**config.mk**
```make
export PLATFORM = sky130hd
export DESIGN_NAME = bert_run_ctrl_flat
export DESIGN_NICKNAME = d
export VERILOG_FILES = /design/src/rtl/bert_pkg.sv /design/src/rtl/bert_run_ctrl_if.sv /design/src/rtl/bert_run_ctrl_sat_accum.sv /design/src/rtl/bert_run_ctrl.sv /design/src/flat_wrapper.sv
export SDC_FILE = /design/constraint.sdc
export NUM_CORES = 1
export LEC_CHECK = 0
export BUFFER_PORTS_ARGS = -buffer_cell sky130_fd_sc_hd__buf_4
export CORE_ASPECT_RATIO = 1.1
export CORE_MARGIN = 10
export CORE_UTILIZATION = 40
export DETAILED_ROUTE_END_ITERATION = 10
export GPL_ROUTABILITY_DRIVEN = 0
export SYNTH_ARGS = -nofsm -noshare
export SYNTH_HDL_FRONTEND = slang
export SYNTH_SLANG_ARGS = --single-unit
```
**constraint.sdc**
```tcl
create_clock -name clk -period 7.75 [get_ports clk]
set_input_delay 1.1625 -clock clk [delete_from_list [all_inputs] [get_ports clk]]
set_output_delay 1.1625 -clock clk [all_outputs]
set_load 0.01 [all_outputs]
```
**src/rtl/bert_pkg.sv**
```systemverilog
// Shared types and constants for the BERT run sequencer.
package bert_pkg;

   localparam int ERR_W_DEF = 32;

   typedef enum logic [2:0] {
      ST_IDLE       = 3'd0,
      ST_RESET_EXT  = 3'd1,
      ST_WAIT_ALIGN = 3'd2,
      ST_SETTLE     = 3'd3,
      ST_MEASURE    = 3'd4,
      ST_DONE       = 3'd5
   } state_e;

   localparam logic [1:0] FAIL_NONE    = 2'd0;
   localparam logic [1:0] FAIL_TIMEOUT = 2'd1;
   localparam logic [1:0] FAIL_LOCK    = 2'd2;
   localparam logic [1:0] FAIL_ABORT   = 2'd3;

endpackage

```
**src/rtl/bert_run_ctrl_if.sv**
```systemverilog
// Control/status bundle between the run sequencer and its host/extractor.
interface bert_run_ctrl_if
   import bert_pkg::*;
#(
   parameter int ERR_W = ERR_W_DEF
);
   logic             start;
   logic             abort;
   logic [31:0]      window_len;
   logic [23:0]      align_timeout;
   logic [3:0]       max_retries;
   logic             aligned;
   logic [9:0]       align_addr;
   logic [6:0]       error_count_in;
   logic             ext_reset;
   logic             busy;
   logic             done;
   logic             pass;
   logic [1:0]       fail_code;
   logic [2:0]       state;
   logic [3:0]       retry_count;
   logic [7:0]       lock_lost_count;
   logic [9:0]       captured_addr;
   logic [ERR_W-1:0] cycles_run;
   logic [ERR_W-1:0] err_total;

   modport master (
      output start, abort, window_len, align_timeout, max_retries,
             aligned, align_addr, error_count_in,
      input  ext_reset, busy, done, pass, fail_code, state, retry_count,
             lock_lost_count, captured_addr, cycles_run, err_total
   );

   modport slave (
      input  start, abort, window_len, align_timeout, max_retries,
             aligned, align_addr, error_count_in,
      output ext_reset, busy, done, pass, fail_code, state, retry_count,
             lock_lost_count, captured_addr, cycles_run, err_total
   );
endinterface

```
**src/rtl/bert_run_ctrl_sat_accum.sv**
```systemverilog
// Saturating accumulator register with synchronous clear and enable.
module sat_accum #(
   parameter int W = 8
) (
   input  logic         clk,
   input  logic         reset,
   input  logic         clr_i,
   input  logic         en_i,
   input  logic [W-1:0] addend_i,
   output logic [W-1:0] q_o
);
   logic [W-1:0] acc_q;
   logic [W:0]   sum_d;

   assign sum_d = {1'b0, acc_q} + {1'b0, addend_i};
   assign q_o   = acc_q;

   always_ff @(posedge clk) begin
      if (reset || clr_i) begin
         acc_q <= '0;
      end else if (en_i) begin
         acc_q <= sum_d[W] ? '1 : sum_d[W-1:0];
      end
   end
endmodule

```
**src/rtl/bert_run_ctrl.sv**
```systemverilog
// Run sequencer: extractor reset, alignment wait, settle, BER window, retry.
//   state      | meaning
//   IDLE       | never run since reset
//   RESET_EXT  | extractor held in reset for RST_CYCLES
//   WAIT_ALIGN | waiting for aligned, optional timeout
//   SETTLE     | aligned, errors ignored for SETTLE_CYCLES
//   MEASURE    | accumulating errors over the window
//   DONE       | result valid
module bert_run_ctrl
   import bert_pkg::*;
#(
   parameter int RST_CYCLES    = 8,
   parameter int SETTLE_CYCLES = 16,
   parameter int ERR_W         = ERR_W_DEF
) (
   input  logic           clk,
   input  logic           reset,
   bert_run_ctrl_if.slave bus
);
   localparam int TMR_MAX = (RST_CYCLES > SETTLE_CYCLES) ? RST_CYCLES : SETTLE_CYCLES;
   localparam int TMR_W   = $clog2(TMR_MAX + 1);
   localparam logic [TMR_W-1:0] TMR_RST    = TMR_W'(RST_CYCLES - 1);
   localparam logic [TMR_W-1:0] TMR_SETTLE = TMR_W'(SETTLE_CYCLES - 1);
   localparam int CW = (ERR_W > 32) ? ERR_W : 32;

   state_e           state_q;
   logic [TMR_W-1:0] tmr_q;
   logic [23:0]      wait_q, tmo_q;
   logic [31:0]      win_q;
   logic [3:0]       max_q, retry_q;
   logic [ERR_W-1:0] cycles_q;
   logic [9:0]       addr_q;
   logic             ext_reset_q, busy_q, done_q, pass_q;
   logic [1:0]       fail_q;
   logic [ERR_W-1:0] err_total;
   logic [7:0]       lock_lost;

   logic       active, start_ok, abort_ok, retry_req, win_done, err_en, lock_en;
   logic [1:0] retry_cause;

   assign active   = (state_q != ST_IDLE) && (state_q != ST_DONE);
   assign start_ok = bus.start && !active;
   assign abort_ok = bus.abort && active;
   assign err_en   = (state_q == ST_MEASURE) && bus.aligned && !abort_ok;
   assign lock_en  = (state_q == ST_MEASURE) && !bus.aligned && !abort_ok;
   // Compare in a width that holds both the window and the run counter.
   assign win_done = (CW'(cycles_q) + CW'(1)) == CW'(win_q);

   always_comb begin
      retry_req   = 1'b0;
      retry_cause = FAIL_NONE;
      case (state_q)
         ST_WAIT_ALIGN: begin
            if (!bus.aligned && (tmo_q != 24'd0) && ((wait_q + 24'd1) == tmo_q)) begin
               retry_req   = 1'b1;
               retry_cause = FAIL_TIMEOUT;
            end
         end
         ST_SETTLE, ST_MEASURE: begin
            if (!bus.aligned) begin
               retry_req   = 1'b1;
               retry_cause = FAIL_LOCK;
            end
         end
         default: ;
      endcase
   end

   always_ff @(posedge clk) begin
      if (reset) begin
         state_q     <= ST_IDLE;
         ext_reset_q <= 1'b0;
         busy_q      <= 1'b0;
         done_q      <= 1'b0;
         pass_q      <= 1'b0;
         fail_q      <= FAIL_NONE;
         tmr_q       <= '0;
         wait_q      <= '0;
         tmo_q       <= '0;
         win_q       <= '0;
         max_q       <= '0;
         retry_q     <= '0;
         cycles_q    <= '0;
         addr_q      <= '0;
      end else if (abort_ok) begin
         state_q     <= ST_DONE;
         ext_reset_q <= 1'b0;
         busy_q      <= 1'b0;
         done_q      <= 1'b1;
         pass_q      <= 1'b0;
         fail_q      <= FAIL_ABORT;
      end else if (retry_req) begin
         if (retry_q < max_q) begin
            retry_q     <= retry_q + 4'd1;
            state_q     <= ST_RESET_EXT;
            ext_reset_q <= 1'b1;
            tmr_q       <= TMR_RST;
            wait_q      <= '0;
         end else begin
            state_q <= ST_DONE;
            busy_q  <= 1'b0;
            done_q  <= 1'b1;
            pass_q  <= 1'b0;
            fail_q  <= retry_cause;
         end
      end else begin
         case (state_q)
            ST_IDLE, ST_DONE: begin
               if (bus.start) begin
                  state_q     <= ST_RESET_EXT;
                  ext_reset_q <= 1'b1;
                  tmr_q       <= TMR_RST;
                  wait_q      <= '0;
                  busy_q      <= 1'b1;
                  done_q      <= 1'b0;
                  pass_q      <= 1'b0;
                  fail_q      <= FAIL_NONE;
                  win_q       <= (bus.window_len == 32'd0) ? 32'd1 : bus.window_len;
                  tmo_q       <= bus.align_timeout;
                  max_q       <= bus.max_retries;
                  retry_q     <= '0;
                  cycles_q    <= '0;
               end
            end
            ST_RESET_EXT: begin
               if (tmr_q == '0) begin
                  state_q     <= ST_WAIT_ALIGN;
                  ext_reset_q <= 1'b0;
                  wait_q      <= '0;
               end else begin
                  tmr_q <= tmr_q - 1'b1;
               end
            end
            ST_WAIT_ALIGN: begin
               if (bus.aligned) begin
                  state_q <= ST_SETTLE;
                  tmr_q   <= TMR_SETTLE;
               end else begin
                  wait_q <= wait_q + 24'd1;
               end
            end
            ST_SETTLE: begin
               if (tmr_q == '0) begin
                  state_q <= ST_MEASURE;
                  addr_q  <= bus.align_addr;
               end else begin
                  tmr_q <= tmr_q - 1'b1;
               end
            end
            ST_MEASURE: begin
               cycles_q <= cycles_q + 1'b1;
               if (win_done) begin
                  state_q <= ST_DONE;
                  busy_q  <= 1'b0;
                  done_q  <= 1'b1;
                  // Saturating add of non-negative terms is zero only if both are zero.
                  pass_q  <= (err_total == '0) && (bus.error_count_in == 7'd0);
                  fail_q  <= FAIL_NONE;
               end
            end
            default: state_q <= ST_IDLE;
         endcase
      end
   end

   sat_accum #(.W(ERR_W)) u_err_acc (
      .clk      (clk),
      .reset    (reset),
      .clr_i    (start_ok),
      .en_i     (err_en),
      .addend_i (ERR_W'(bus.error_count_in)),
      .q_o      (err_total)
   );

   sat_accum #(.W(8)) u_lock_acc (
      .clk      (clk),
      .reset    (reset),
      .clr_i    (start_ok),
      .en_i     (lock_en),
      .addend_i (8'd1),
      .q_o      (lock_lost)
   );

   assign bus.ext_reset       = ext_reset_q;
   assign bus.busy            = busy_q;
   assign bus.done            = done_q;
   assign bus.pass            = pass_q;
   assign bus.fail_code       = fail_q;
   assign bus.state           = state_q;
   assign bus.retry_count     = retry_q;
   assign bus.lock_lost_count = lock_lost;
   assign bus.captured_addr   = addr_q;
   assign bus.cycles_run      = cycles_q;
   assign bus.err_total       = err_total;
endmodule

```
**src/flat_wrapper.sv**
```systemverilog
// flat-port wrapper written by rule: the top's interface ports become plain ports
module bert_run_ctrl_flat import bert_pkg::*;
#(
   parameter int RST_CYCLES    = 8,
   parameter int SETTLE_CYCLES = 16,
   parameter int ERR_W         = ERR_W_DEF
)
  (clk, reset, bus_start, bus_abort, bus_window_len, bus_align_timeout, bus_max_retries, bus_aligned, bus_align_addr, bus_error_count_in, bus_ext_reset, bus_busy, bus_done, bus_pass, bus_fail_code, bus_state, bus_retry_count, bus_lock_lost_count, bus_captured_addr, bus_cycles_run, bus_err_total);
  bert_run_ctrl_if #(.ERR_W(ERR_W)) bus_i ();
  input  logic clk;
  input  logic reset;
  input wire logic [$bits(bus_i.start)-1:0] bus_start;
  input wire logic [$bits(bus_i.abort)-1:0] bus_abort;
  input wire logic [$bits(bus_i.window_len)-1:0] bus_window_len;
  input wire logic [$bits(bus_i.align_timeout)-1:0] bus_align_timeout;
  input wire logic [$bits(bus_i.max_retries)-1:0] bus_max_retries;
  input wire logic [$bits(bus_i.aligned)-1:0] bus_aligned;
  input wire logic [$bits(bus_i.align_addr)-1:0] bus_align_addr;
  input wire logic [$bits(bus_i.error_count_in)-1:0] bus_error_count_in;
  output wire logic [$bits(bus_i.ext_reset)-1:0] bus_ext_reset;
  output wire logic [$bits(bus_i.busy)-1:0] bus_busy;
  output wire logic [$bits(bus_i.done)-1:0] bus_done;
  output wire logic [$bits(bus_i.pass)-1:0] bus_pass;
  output wire logic [$bits(bus_i.fail_code)-1:0] bus_fail_code;
  output wire logic [$bits(bus_i.state)-1:0] bus_state;
  output wire logic [$bits(bus_i.retry_count)-1:0] bus_retry_count;
  output wire logic [$bits(bus_i.lock_lost_count)-1:0] bus_lock_lost_count;
  output wire logic [$bits(bus_i.captured_addr)-1:0] bus_captured_addr;
  output wire logic [$bits(bus_i.cycles_run)-1:0] bus_cycles_run;
  output wire logic [$bits(bus_i.err_total)-1:0] bus_err_total;
  assign bus_i.start = bus_start;
  assign bus_i.abort = bus_abort;
  assign bus_i.window_len = bus_window_len;
  assign bus_i.align_timeout = bus_align_timeout;
  assign bus_i.max_retries = bus_max_retries;
  assign bus_i.aligned = bus_aligned;
  assign bus_i.align_addr = bus_align_addr;
  assign bus_i.error_count_in = bus_error_count_in;
  assign bus_ext_reset = bus_i.ext_reset;
  assign bus_busy = bus_i.busy;
  assign bus_done = bus_i.done;
  assign bus_pass = bus_i.pass;
  assign bus_fail_code = bus_i.fail_code;
  assign bus_state = bus_i.state;
  assign bus_retry_count = bus_i.retry_count;
  assign bus_lock_lost_count = bus_i.lock_lost_count;
  assign bus_captured_addr = bus_i.captured_addr;
  assign bus_cycles_run = bus_i.cycles_run;
  assign bus_err_total = bus_i.err_total;
  bert_run_ctrl #(.RST_CYCLES(RST_CYCLES), .SETTLE_CYCLES(SETTLE_CYCLES), .ERR_W(ERR_W)) u_core (.clk(clk), .reset(reset), .bus(bus_i));
endmodule
```
Word-level counts from Yosys, hierarchy flattened

Index checks and enable logic that the tools add are counted.

Input bits: 82
Register bits: 184
Word-level logic and storage cells: 154
Output and inout port bits: 95

$lt $le $gt $ge: 1
Add/sub/neg operators: 6
Equal/unequal tests: 24
Muxes and demuxes: 60
Bitwise operators: 2
Reduce and logical (&&, ||, !) cells: 44

Operator list:

| operator                | count |
|---|---|
| $mux W24                | 5 |
| $mux W32                | 3 |
| $pmux W24 S3            | 1 |
| $logic_not A32 Y1       | 2 |
| $pmux W32 S2            | 1 |
| $add A32 B7 Y33         | 1 |
| $add A32 B1 Y32 const B | 1 |
| $eq A32 B32 Y1          | 1 |
| $reduce_and A4 Y1       | 7 |
| $mux W5                 | 5 |
| $add A24 B1 Y24 const B | 1 |
| $eq A24 B24 Y1          | 1 |
| $mux W3                 | 8 |
| $reduce_bool A24 Y1     | 1 |
| $mux W1                 | 17 |
| $mux W4                 | 4 |
| $ne A3 B2 Y1 const B    | 5 |
| $pmux W3 S5             | 1 |
| $pmux W5 S3             | 1 |
| $mux W2                 | 6 |
| $ne A4 B1 Y1 const B    | 3 |
| $reduce_and A6 Y1       | 2 |
| $reduce_bool A4 Y1      | 3 |
| $logic_and A1 B1 Y1     | 10 |
| 24 further kinds        | 47 |

Longest topological paths before layout

Depth in word-level cells: 8
Mapped depth: 13
Gate-level depth less buffers: 12

Hierarchy

A second synthesis with hierarchy kept.

Cell total of the unflattened synthesis: 1538
Area total of the unflattened synthesis: 11861.4 µm²

By module, submodules not included:

| module                        | area an instance (µm²) | seq. area each (µm²) | times used | cells each |
|---|---|---|---|---|
| bert_run_ctrl                 | 8446.9                 | 2882.8               | 1          | 1131 |
| sat_accum (u_core.u_err_acc)  | 2810.2                 | 640.6                | 1          | 344 |
| sat_accum (u_core.u_lock_acc) | 604.3                  | 160.2                | 1          | 63 |

Worst setup path before layout

Ideal clock, no wire load.

Path type: input to register
From: input port bus_aligned
To: register u_core.fail_q[0], in the netlist u_core.bus.fail_code[0]
Data required time: 7595 ps
Buffers on the path: 0
Path slack: 4240 ps
Cell stages on the path: 9
Setup time: 155 ps
Data arrival time: 3355 ps
Cell sequence: nor4b_1 o21ai_0 or4_1 a211oi_2 o2111ai_2 nor3_4 o21ai_2 a2111oi_0 a221oi_1

Cells in the longest elaborated chain, start to end: 8
Elaborated cells on any way between the ends: 16
Classes of those cells: 3 x eq/ne; 8 x mux; 5 x reduce/logical

Ends and longest elaborated chain:

| item                              | line                 | source |
|---|---|---|
| start: declaration                | flat_wrapper.sv:17   | `input wire logic [$bits(bus_i.aligned)-1:0] bus_aligned;` |
| $logic_not A1 Y1                  | bert_run_ctrl.sv:54  | `if (!bus.aligned && (tmo_q != 24'd0) && ((wait_q + 24'd1) == tmo_q)) begin` |
| $logic_and A1 B1 Y1 (2 in series) | bert_run_ctrl.sv:54  |  |
| $mux W1                           | bert_run_ctrl.sv:54  |  |
| $pmux W2 S2                       | bert_run_ctrl.sv:52  | `case (state_q)` |
| $mux W2                           | bert_run_ctrl.sv:93  | `if (retry_q < max_q) begin` |
| $mux W2                           | bert_run_ctrl.sv:92  | `end else if (retry_req) begin` |
| $mux W2                           | bert_run_ctrl.sv:85  | `end else if (abort_ok) begin` |
| end signal: assignment            | bert_run_ctrl.sv:104 | `fail_q <= retry_cause;` |
| end: declaration                  | bert_run_ctrl.sv:34  | `logic [1:0] fail_q;` |

Several ways; a longest one is shown, not always the timed one. The select of a mux whose other input is x is not followed.
A chain may end at the register's enable or synchronous reset.

Worst setup path after layout

From: register u_core.cycles_q[8], in the netlist u_core.bus.cycles_run[8]
To: register u_core.state_q[2], in the netlist u_core.bus.state[2]

Cells in the longest elaborated chain, start to end: 4

Ends and longest elaborated chain:

| item                        | line                 | source |
|---|---|---|
| start: declaration          | bert_run_ctrl.sv:31  | `logic [ERR_W-1:0] cycles_q;` |
| start signal: assignment    | bert_run_ctrl.sv:151 | `cycles_q <= cycles_q + 1'b1;` |
| $add A32 B1 Y32             | bert_run_ctrl.sv:47  | `assign win_done = (CW'(cycles_q) + CW'(1)) == CW'(win_q);` |
| $eq A32 B32 Y1              | bert_run_ctrl.sv:47  |  |
| $ne A4 B1 Y1 (no line)      | --                   |  |
| $reduce_and A5 Y1 (no line) | --                   |  |
| end signal: assignment      | bert_run_ctrl.sv:71  | `state_q <= ST_IDLE;` |
| end signal: assignment      | bert_run_ctrl.sv:86  | `state_q <= ST_DONE;` |
| end signal: assignment      | bert_run_ctrl.sv:95  | `state_q <= ST_RESET_EXT;` |
| end: declaration            | bert_run_ctrl.sv:26  | `state_e state_q;` |

No other way between the ends.

==> results.py <==
metrics = {
    "worst_setup_path": {
        "critPathCaptureType": "register",
        "crit_path_start_kind": "register",
        "critPathKind": "register to register",
        "worstPathRequired_ns": 8.08,
        "critPathArrivalTime_ns": 4.67,
        "cp_max_fo": 13,
    },
    "sta": {
        "fmax_ghz": 0.230,
        "period_needed_ns": 4.34,
        "drv_slew": 0,
        "rsz0062_at_grt": "false",
        "finalSetupViolations": 0,
        "finalHoldViolations": 0,
        "finalSetupTns_ns": 0,
        "fin_crit_sh_pct": 56.0,
        "relSlewSlack_pct": 20.9,
        "fin_ws_ns": 3.41,
        "finalClockSkew_ns": 0.0142,
        "tightest_slew_ns": 1.18,
    },
    "cells_and_area": {
        "utilization_pct": 48.1,
        "drive_above_1_share_pct": 15.4,
        "diodes": 0,
        "fin_nets": 1667,
        "area_growth_pct": 18.1,
    },
    "synthesis": {
        "synth-seq-cells": 184,
        "synth-warning-count": 0,
        "synth_cells": 1473,
        "ys.flop_type": "dfxtp_1",
        "synth_cell_types": 79,
        "synthesis.area_um2": 11000,
        "async_reset_ff_share_pct": 0,
        "synth_nets": 1572,
        "seq_area_frac_synth_pct": 33.5,
        "avgSynthCellArea_um2": 7.47,
        "synth_edf_count": 0,
    },
    "pwr": {
        "p_leak_nw": 4.87,
        "ir_drop_v": 0.000150,
        "powerDensity_nw_per_um2": 253,
    },
    "status": {
        "outcome": "finished clean",
    },
    "drt": {
        "drc": 0,
        "drtIter0Drc": 694,
        "wl_mm": 35.7,
        "vias_per_cell": 5.78,
        "wl_per_cell_um": 18.4,
        "drt_pass1_iterations": 5,
        "ant_nets": 0,
        "vias": 11202,
    },
    "flow_run": {
        "cap_violations": 0,
    },
    "place": {
        "dp_hpwl_mm": 25.8,
        "place_ws_ns": 3.02,
        "io_buffers": 176,
    },
    "die": {
        "dieArea_um2": 34600,
        "ioPinCount": 177,
        "fp.dieH_um": 194,
        "start_util_pct": 40.7,
        "num_rows": 63,
        "die-width_um": 178,
        "core-area_um2": 27000,
    },
    "global_route": {
        "grt-ovfl-total": 0,
        "grt_pass1_vias": 10532,
        "track_usage_pct": 20.0,
        "antenna_found_initial": 0,
        "grt_pass1_wl_mm": 57.0,
        "grt_max_degree": 76,
    },
    "clock_tree": {
        "cts_root_buf": "clkbuf_16",
        "insertion_delay_ns": 0.45,
        "cts_resized": 0,
        "cts-htree-levels": 4,
        "clk_path_buf_depth": 2,
        "ctsHoldBuffers": 0,
        "postCtsSetupRepairBufs": 0,
        "path_clk_slew_ns": 0.07,
        "cts_buffers": 17,
        "cts_tree": "built",
        "cts.sinks": 184,
    },
    "min_path": {
        "hold_path.class": "register to register",
    },
}
[worst max-delay path, stage by stage, from the launching register on]
cell and delay [ns]:
dfxtp_1 0.58, nand4_1 0.50, or4_1 0.78, nor4_1 0.56, mux2_2 0.42, a21oi_1 0.12
or4b_1 0.44, o21ai_1 0.34, a211oi_1 0.14, mux2_1 0.34
[path summary, 6_finish.rpt]
check | end | startpoint | slack, ns | depth (start not counted)
max | u_core.bus.state[2] | u_core.bus.cycles_run[8] | 3.41 | 9
min | u_core.max_q[0] | u_core.max_q[0] | 0.46 | 2
max reg2reg | u_core.bus.state[2] | u_core.bus.cycles_run[8] | 3.41 | 9
min reg2reg | u_core.max_q[0] | u_core.max_q[0] | 0.46 | 2
[per-stage QoR]
| stage | cell area, um2 | std cells | power (mW) | hold WS (ns) |
|---|---|---|---|---|
| floorplan | 11000 | 1473 | 2.02 | 0.436 |
| global placement | 12400 | 1906 | 2.39 | 0.446 |
| detailed placement | 12400 | 1906 | 2.40 | 0.447 |
| CTS | 13000 | 1938 | 3.32 | 0.457 |
| global route | 13000 | 1938 | 3.50 | 0.479 |
| finish | 13000 | 1938 | 3.29 | 0.457 |
[metal layers]
layer	global-route usage, %	vias up	part of all wire, %
met5	0	-	0
met4	4.91	0	1.3
met2	35.2	269	51
met3	4.95	31	5.3
li1	-	5542	-
met1	23.5	5360	42
[cells in the final DEF, fill, tap and decap left out, types with 16 or more instances in the layout]
cell / n
mux2i_1: 16
dfxtp_1: 184
a21o_1: 18
inv_1: 31
o21ai_0: 59
nor2_1: 111
nand3_1: 41
xor2_1: 33
clkbuf_16: 17
a31oi_1: 19
nor4_1: 57
ha_1: 16
nor2b_1: 18
xnor2_1: 51
nand4_1: 42
nor3_1: 57
buf_4: 184
nand2_1: 220
a21oi_1: 156
a22oi_1: 17
[registers in the layout, summed over array words and instances, names as in the netlist, 2 cells and up]
name	cells
u_core.u_lock_acc.q_o	8
u_core.wait_q	24
u_core.win_q	32
u_core.tmo_q	24
u_core.bus.state	3
u_core.bus.captured_addr	10
u_core.u_err_acc.q_o	32
u_core.bus.retry_count	4
u_core.tmr_q	5
u_core.bus.fail_code	2
u_core.max_q	4
u_core.bus.cycles_run	32
[power by group]
group | internal [mW] | leakage [nW] | switching [mW] | total (mW)
logic | 0.419 | 3.09 | 0.799 | 1.22
registers | 1.05 | 1.49 | 0.119 | 1.17
clock network | 0.486 | 0.288 | 0.420 | 0.907
[cell families after synthesis]
logic type | synth area share [%]
AOI/OAI and AO/OA | 20.8
xor gates and xnor gates | 6.83
adders and majority gates | 2.00
buffers and inverters | 5.02
DFF | 33.5
muxes | 1.76
and+or+nand+nor | 30.1
[final cells by class]
class                           count  area, um2
Inverter                           31        116
Timing Repair Buffer              184       1380
Sequential cell                   184       3680
Multi-Input combinational cell   1150       6790
Clock buffer                       18        429
Fill cell                        2752      14000
Tap cell                          357        447
Clock inverter                     14        163
[Yosys cell counts (33+ instances only)]
cell type	n	share of area [%]
a21oi_1	156	7.1
clkbuf_1	84	2.9
dfxtp_1	184	33
nand2_1	221	7.5
nand3_1	41	1.9
nand4_1	42	2.4
nor2_1	112	3.8
nor3_1	57	2.6
nor4_1	58	3.3
o21ai_0	60	2.7
xnor2_1	51	4.1
xor2_1	33	2.6
Power figures use the tool's default switching activity.
